`src/rtl/internal_cell.sv`:
```
// internal_cell: systolic-array QR internal cell. Applies a Givens rotation to
// the stored R element using one shared FP multiplier and one shared FP adder.
`default_nettype none

module internal_cell (
  input  logic        clk,
  input  logic        rst,
  input  logic [31:0] x_in,
  input  logic [31:0] c_in,
  input  logic [31:0] s_in,
  input  logic        valid_in,
  output logic [31:0] x_out,
  output logic [31:0] c_out,
  output logic [31:0] s_out,
  output logic        valid_out,
  output logic [31:0] r,
  output logic        busy
);

  typedef enum logic [2:0] {
    IDLE = 3'd0, MUL0 = 3'd1, MUL1 = 3'd2, MUL2 = 3'd3,
    MUL3 = 3'd4, ADD0 = 3'd5, ADD1 = 3'd6, DONE = 3'd7
  } state_t;

  // Truncating single-precision multiply; zero operands and underflow give +0.
  function automatic logic [31:0] fp_mul(input logic [31:0] a, input logic [31:0] b);
    logic              s;
    logic [47:0]       prod;
    logic [22:0]       m;
    logic signed [9:0] e;
    s = a[31] ^ b[31];
    if (a[30:23] == 8'd0 || b[30:23] == 8'd0) return 32'd0;
    if (a[30:23] == 8'hFF || b[30:23] == 8'hFF) return {s, 8'hFF, 23'd0};
    prod = {1'b1, a[22:0]} * {1'b1, b[22:0]};
    e = $signed({2'b00, a[30:23]}) + $signed({2'b00, b[30:23]}) - 10'sd127;
    if (prod[47]) begin
      m = prod[46:24];
      e = e + 10'sd1;
    end else begin
      m = prod[45:23];
    end
    if (e >= 10'sd255) return {s, 8'hFF, 23'd0};
    if (e <= 10'sd0) return 32'd0;
    return {s, e[7:0], m};
  endfunction

  // Truncating single-precision add/sub. Guard/round bits plus a sticky bit
  // keep the truncated result exact even across large alignment shifts.
  function automatic logic [31:0] fp_add(input logic [31:0] a, input logic [31:0] b,
                                         input logic sub);
    logic              sa, sb, sl, ss, found;
    logic [7:0]        el, es, d;
    logic [26:0]       ml, ms, sh, diff, norm;
    logic [27:0]       sum;
    logic [22:0]       m;
    logic [4:0]        lz;
    logic signed [9:0] e;
    sa = a[31];
    sb = b[31] ^ sub;
    if (a[30:23] == 8'hFF && b[30:23] == 8'hFF)
      return (sa != sb) ? 32'h7F80_0000 : {sa, 8'hFF, 23'd0};
    if (a[30:23] == 8'hFF) return {sa, 8'hFF, 23'd0};
    if (b[30:23] == 8'hFF) return {sb, 8'hFF, 23'd0};
    if (a[30:23] == 8'd0 && b[30:23] == 8'd0) return {sa & sb, 31'd0};
    if (a[30:23] == 8'd0) return {sb, b[30:0]};
    if (b[30:23] == 8'd0) return a;
    if (b[30:0] > a[30:0]) begin
      sl = sb; el = b[30:23]; ml = {1'b1, b[22:0], 3'b000};
      ss = sa; es = a[30:23]; ms = {1'b1, a[22:0], 3'b000};
    end else begin
      sl = sa; el = a[30:23]; ml = {1'b1, a[22:0], 3'b000};
      ss = sb; es = b[30:23]; ms = {1'b1, b[22:0], 3'b000};
    end
    d = el - es;
    if (d >= 8'd27) begin
      sh = 27'd1;
    end else begin
      sh = ms >> d;
      if (|(ms & ~({27{1'b1}} << d))) sh[0] = 1'b1;
    end
    e = $signed({2'b00, el});
    if (sl == ss) begin
      sum = {1'b0, ml} + {1'b0, sh};
      if (sum[27]) begin
        m = sum[26:4];
        e = e + 10'sd1;
      end else begin
        m = sum[25:3];
      end
    end else begin
      diff = ml - sh;
      if (diff == 27'd0) return 32'd0;
      lz = 5'd0;
      found = 1'b0;
      for (int i = 26; i >= 0; i--) begin
        if (!found) begin
          if (diff[i]) found = 1'b1;
          else lz = lz + 5'd1;
        end
      end
      norm = diff << lz;
      m = norm[25:3];
      e = e - $signed({5'd0, lz});
    end
    if (e >= 10'sd255) return {sl, 8'hFF, 23'd0};
    if (e <= 10'sd0) return 32'd0;
    return {sl, e[7:0], m};
  endfunction

  state_t      state_q, state_d;
  logic [31:0] x_q, x_d, c_q, c_d, s_q, s_d, r_q, r_d;
  logic [31:0] p0_q, p0_d, p1_q, p1_d, p2_q, p2_d, p3_q, p3_d;
  logic [31:0] xo_q, xo_d, co_q, co_d, so_q, so_d;
  logic        vo_q, vo_d, busy_q, busy_d;
  logic [31:0] mul_a, mul_b, mul_res, add_a, add_b, add_res;
  logic        add_sub;

  // Operand steering for the single shared multiplier and adder.
  always_comb begin
    mul_a   = c_q;
    mul_b   = r_q;
    add_a   = p0_q;
    add_b   = p1_q;
    add_sub = 1'b0;
    case (state_q)
      MUL1: begin mul_a = s_q; mul_b = x_q; end
      MUL2: begin mul_a = c_q; mul_b = x_q; end
      MUL3: begin mul_a = s_q; mul_b = r_q; end
      ADD1: begin add_a = p2_q; add_b = p3_q; add_sub = 1'b1; end
      default: ;
    endcase
    mul_res = fp_mul(mul_a, mul_b);
    add_res = fp_add(add_a, add_b, add_sub);
  end

  always_comb begin
    state_d = state_q;
    x_d = x_q;   c_d = c_q;   s_d = s_q;   r_d = r_q;
    p0_d = p0_q; p1_d = p1_q; p2_d = p2_q; p3_d = p3_q;
    xo_d = xo_q; co_d = co_q; so_d = so_q;
    vo_d = 1'b0;
    busy_d = busy_q;
    case (state_q)
      IDLE: if (valid_in) begin
        x_d = x_in; c_d = c_in; s_d = s_in;
        state_d = MUL0;
        busy_d = 1'b1;
      end
      MUL0: begin p0_d = mul_res; state_d = MUL1; end
      MUL1: begin p1_d = mul_res; state_d = MUL2; end
      MUL2: begin p2_d = mul_res; state_d = MUL3; end
      MUL3: begin p3_d = mul_res; state_d = ADD0; end
      ADD0: begin r_d = add_res; state_d = ADD1; end
      ADD1: begin
        xo_d = add_res; co_d = c_q; so_d = s_q;
        vo_d = 1'b1;
        state_d = DONE;
      end
      DONE: begin state_d = IDLE; busy_d = 1'b0; end
      default: begin state_d = IDLE; busy_d = 1'b0; end
    endcase
  end

  always_ff @(posedge clk or posedge rst) begin
    if (rst) begin
      state_q <= IDLE;
      x_q <= '0;  c_q <= '0;  s_q <= '0;  r_q <= '0;
      p0_q <= '0; p1_q <= '0; p2_q <= '0; p3_q <= '0;
      xo_q <= '0; co_q <= '0; so_q <= '0;
      vo_q <= 1'b0;
      busy_q <= 1'b0;
    end else begin
      state_q <= state_d;
      x_q <= x_d;   c_q <= c_d;   s_q <= s_d;   r_q <= r_d;
      p0_q <= p0_d; p1_q <= p1_d; p2_q <= p2_d; p3_q <= p3_d;
      xo_q <= xo_d; co_q <= co_d; so_q <= so_d;
      vo_q <= vo_d;
      busy_q <= busy_d;
    end
  end

  assign x_out     = xo_q;
  assign c_out     = co_q;
  assign s_out     = so_q;
  assign valid_out = vo_q;
  assign r         = r_q;
  assign busy      = busy_q;

endmodule

`default_nettype wire

```
`config.mk`:
```
export PLATFORM = sky130hd
export DESIGN_NAME = internal_cell
export DESIGN_NICKNAME = d
export VERILOG_FILES = /design/src/rtl/internal_cell.sv
export SDC_FILE = /design/constraint.sdc
export NUM_CORES = 2
export LEC_CHECK = 0
export ABC_AREA = 1
export ABC_CLOCK_PERIOD_IN_PS = 23400
export CAP_MARGIN = 25
export CORE_MARGIN = 10
export CORE_UTILIZATION = 62
export DETAILED_ROUTE_END_ITERATION = 8
export PLACE_DENSITY = 0.93
export SLEW_MARGIN = 15
export SYNTH_ARGS = -nofsm -noshare
export SYNTH_HDL_FRONTEND = slang
export SYNTH_SLANG_ARGS = --single-unit
```
`constraint.sdc`:
```
create_clock -name clk -period 23.4 [get_ports clk]
set_input_delay 7.02 -clock clk [delete_from_list [all_inputs] [get_ports clk]]
set_output_delay 7.02 -clock clk [all_outputs]
set_load 0.02 [all_outputs]
```
[Word-level counts from Yosys, hierarchy flattened]
Cells that the tools add are included.
Storage, ports and cells
  register bits: 357
  input bits: 99
  output and inout port bits: 130
  logic and storage cells: 798
Cells by class
  reductions and logical operators: 16
  $lt $le $gt $ge: 6
  muxes and demuxes: 705
  add/subtract/negate cells: 34
  bitwise gates (word level): 5
  shift-type cells: 3
  equality and inequality tests: 14
  $mul: 1
Operators by type and width (number)
  two-way mux 32 bit: 42
  two-way mux 5 bit: 268
  two-way mux 27 bit: 19
  two-way mux 1 bit: 341
  adder 5 x 1 -> 5 bit (second input constant): 26
  two-way mux 8 bit: 14
  two-way mux 10 bit: 11
  two-way mux 23 bit: 4
  two-way mux 26 bit: 2
  multiplier 24 x 24 -> 48 bit: 1
  equality test 8 bit (second input constant): 4
  logical NOT 8 bit: 4
  greater-than comparator 31 bit: 1
  adder 27 x 27 -> 28 bit: 1
  AND 27 bit: 1
  logical NOT 27 bit: 1
  inverter 27 bit: 1
  OR reduction 27 bit: 1
  left shift 27 x 5 -> 26 bit: 1
  left shift 27 x 8 -> 27 bit (first input constant): 1
  >> shifter 27 x 8 -> 27 bit: 1
  subtractor 27 bit: 1
  one-hot mux 3 bit (8 select lines): 1
  greater-or-equal comparator 10 x 9 -> 1 bit (second input constant): 2
  25 further kinds: 35

[Longest topological paths before layout]
  word-level depth: 378
  mapped depth: 165
  mapped depth without buffers: 157

[Worst setup path before layout]
OpenSTA, ideal clock, no wires.
  path type: register -> register
  from: register state_q[1]
  to: register r_q[21] (netlist: r[21])
  data arrival time: 19.205 ns
  clock period less this slack: 19.270 ns
  stages on the path, launching flop included: 150
  setup time: 0.066 ns
  required time: 23.334 ns
  path slack: 4.130 ns
  buffers on the path: 10
  cell sequence: dfrtp_1 buf_4 nand3_2 buf_6 clkbuf_1 clkbuf_1 clkbuf_1 buf_1 o21ai_0 ha_1 nand2_1 nor4_1 nand3_1 nor2_1 nand3_1 nand2_4 buf_6 nand2_2 [114 not listed] xor2_1 nand2_1 nor3_1 nand3_1 nand2_1 a21oi_1 nand4_1 o21ai_0 nor2_1 inv_1 nor2_1 inv_1 clkbuf_1 a21oi_1 nand2_1 nand2_1 nand3_1 nand2_1
On the way
  cells in the longest elaborated chain, start to end: 347
  elaborated cells between the ends (all ways): 727
  those cells by class: add/sub (31); order compare (4); eq/ne (5); shift (3); mux (675); bitwise (3); reduce/logical (6)
RTL lines
  start, declared: line 110  | state_t state_q, state_d;
  start signal, assigned: line 173  | state_q <= state_d;
  equality test 3 bit: line 125  | case (state_q)
  two-way mux 32 bit: line 125
  greater-than comparator 31 bit: line 67  | if (b[30:0] > a[30:0]) begin
  two-way mux 8 bit (2 in series): line 67
  two-way mux 8 bit: line 66  | if (b[30:23] == 8'd0) return a;
  two-way mux 8 bit: line 65  | if (a[30:23] == 8'd0) return {sb, b[30:0]};
  two-way mux 8 bit: line 64  | if (a[30:23] == 8'd0 && b[30:23] == 8'd0) return {sa & sb, 31'd0};
  two-way mux 8 bit: line 63  | if (b[30:23] == 8'hFF) return {sb, 8'hFF, 23'd0};
  [330 not listed]
  two-way mux 32 bit: line 106  | if (e <= 10'sd0) return 32'd0;
  two-way mux 32 bit: line 105  | if (e >= 10'sd255) return {sl, 8'hFF, 23'd0};
  two-way mux 32 bit: line 67
  two-way mux 32 bit: line 66
  two-way mux 32 bit: line 65
  two-way mux 32 bit: line 64
  two-way mux 32 bit: line 63
  two-way mux 32 bit: line 62  | if (a[30:23] == 8'hFF) return {sa, 8'hFF, 23'd0};
  end signal, assigned: line 167  | x_q <= '0; c_q <= '0; s_q <= '0; r_q <= '0;
  end signal, assigned: line 174  | x_q <= x_d; c_q <= c_d; s_q <= s_d; r_q <= r_d;
  end, declared: line 111  | logic [31:0] x_q, x_d, c_q, c_d, s_q, s_d, r_q, r_d;
Parallel ways exist; a longest one is shown, timed or not. The select of a mux whose other input is x is not followed.
A chain may end at the register's enable or synchronous reset.

[Worst setup path in the final report]
  from: register state_q[0]
  to: register r_q[10] (netlist: r[10])
Same word-level chain as after synthesis.

==> metrics.csv <==
metric,value,unit
status,completed,
r2r-start,state_q[0],
cp.required,23870,ps
final_cell_mix,"nand2_1 (1,836), inv_1 (1,061), nor2_1 (560), fa_1 (484), nand3_1 (389)",
synth_largest_area_cell,fa_1,
synth-async-reset-ratio,100,%
postRouteAntennaNets,0,
hpwl,122000,um
max_freq,0.0467,GHz
skew,33.2,ps
num_rows,100,
syn-num-nets,7407,
layoutNonFillerInstCount,7653,
regArea,8940,um^2
drt-vias-per-instance,6.04,
clockBufferDepth,3,
fillerInstances,5721,
dieHeight,293,um
end_kind,register,
core-area,74200,um^2
clock_latency,560,ps
antenna_found_initial,3,
tritoncts,built,
worst-path-buf-inv,21,
avgSynthCellArea,7.08,um^2
slew_headroom,25.4,%
regToRegEndpoint,r[10],
grt_usage,36.1,%
fin_crit_sh,91.5,%
crit_type,reg -> reg,
drive_gt1_share,5.94,%
worstHoldEndpoint,p0_q[3],
rr_worst_depth,147,
final_hold_viol_count,0,
cts_buffers,35,
start_util,62.3,%
crit_path_top_delay_cell,o21ai_0,
wl_per_cell,20.8,um
cp_slowest_stage_delay,860,ps
min_period,21410,ps
die_w,293,um
synth_top_area_share,21.0,%
clk_pin_slew,70,ps
route.detailed.drc,0,
critPathTopFamily,simple AND/OR/NAND/NOR gates,
setup_violations,0,
ys_types,66,
rrSetupSlack,1990,ps
port_buffers,228,
area_growth,10.5,%
drv_slew,0,
hold_path.class,reg -> reg,
grt.overflow.total,0,
cts_max_level,2,
worstMarginPinSlew,1110,ps
dieArea,85900,um^2
wl,160000,um
placedCellCount,7568,
min_path_cells,2,
gp_congestion,1.04,
cts_sinks,357,
grt_pass1_vias,45600,
mostFrequentLayoutCell,nand2_1,
synth-seq-area-share,19.3,%
setup_tns,0,ps
cts_root_buffer,clkbuf_16,
syn_inst,6534,
grt_max_degree,143,
grt_pass1_wl,246000,um
synth_flop_cell,dfrtp_1,
drt_iter0_drc,5638,
synth_seq_cells,357,
cap_violations,0,
path_max_fanout,57,
ctsHoldBuffers,0,
netlist_top_cells_area,"fa_1 (21%), dfrtp_1 (19%), nand2_1 (15%), inv_1 (8.6%), ha_1 (7.8%)",
fin_util,68.9,%
cpMostUsedCell,nand2_1,
ys.warnings.count,0,
drt_pass1_iterations,9,
multi_input_area,32200,um^2
cp-start-kind,register,
arrival,21880,ps
hp-start,p0_q[3],
synth_area,46200,um^2
synth-edff-count,0,
nets,7528,
vias,46186,
pin_count,229,
-- through the flow --
stage                     hold WS, ps  instance area (um^2)  setup WS (ps)
after detailed placement          465                 49500            783
after global placement            458                 49400           1430
after global routing              499                 51100          -25.3
after CTS                         483                 50700            670
after floorplan                   444                 46200           4130
final                             486                 51100           1990
-- repair_timing --
action                                  in CTS  in global routing
resized for setup                            0                 61
setup buffers                                0                  7
endpoints found under the setup margin       0                 64
-- cell type report --
type | instances | share of cell area (%)
inverter | 1120 | 8.29
sequential | 357 | 17.5
antenna | 4 | 0.0196
clock inverter | 14 | 0.311
tap | 969 | 2.37
multi-input combinational | 4801 | 63.1
clock buffer | 48 | 2.03
timing repair buffer | 340 | 6.38
-- cell usage after synthesis, drive strengths merged (9+ instances only) --
| master | instances |
|---|---|
| a21oi | 231 |
| clkinv | 18 |
| inv | 1102 |
| nand3 | 402 |
| nand4 | 72 |
| o21ai | 476 |
| xnor2 | 22 |
| nor3 | 33 |
| o21bai | 13 |
| ha | 290 |
| nor4 | 20 |
| dfrtp | 357 |
| mux2 | 21 |
| or2 | 31 |
| o31ai | 9 |
| xor2 | 83 |
| buf | 52 |
| nand3b | 14 |
| o211ai | 14 |
| nand2 | 1883 |
| fa | 484 |
| a211oi | 14 |
| nor2 | 598 |
| a31oi | 20 |
| clkbuf | 209 |
-- tightest hold or removal path, cell delays in order (launching register included) --
cell     delay (ps)
dfrtp_1         350
nand2_1          60
nand2_1          50
-- layer usage --
layer	global-route usage [%]	share of wire, %	vias up
li1	-	-	20520
met1	46.3	37	21799
met2	54.9	43	3160
met3	12.1	14	703
met4	15.8	5.3	4
met5	0	0.016	-
-- kinds of logic after synthesis --
logic type	synth area share, %
xor gates and xnor gates	2.14
AOI/OAI and AO/OA	9.56
DFF	19.3
muxes	0.620
buffers and inverters	11.5
adders and majority gates	28.8
and+or+nand+nor	28.0
-- registers in the layout, indices dropped and copies added (netlist names) --
register and flops:
busy 1, c_out 32, c_q 32, p0_q 32
p1_q 32, p2_q 32, p3_q 32, r 32
s_out 32, s_q 32, state_q 3, valid_out 1
x_out 32, x_q 32
-- worst max path at each step --
stage	slack, ps	cells past startpoint	to	startpoint
detailed placement	780	149	r[10]	state_q[2]
global route	-30	146	r[13]	state_q[0]
global placement	1430	147	r[10]	state_q[2]
finish	1990	147	r[10]	state_q[0]
CTS	670	149	r[10]	state_q[2]
floorplan	4130	149	r[21]	state_q[1]
Power is not shown: default switching activity piles up to over one toggle a cycle in this logic, so the estimate is an artifact.
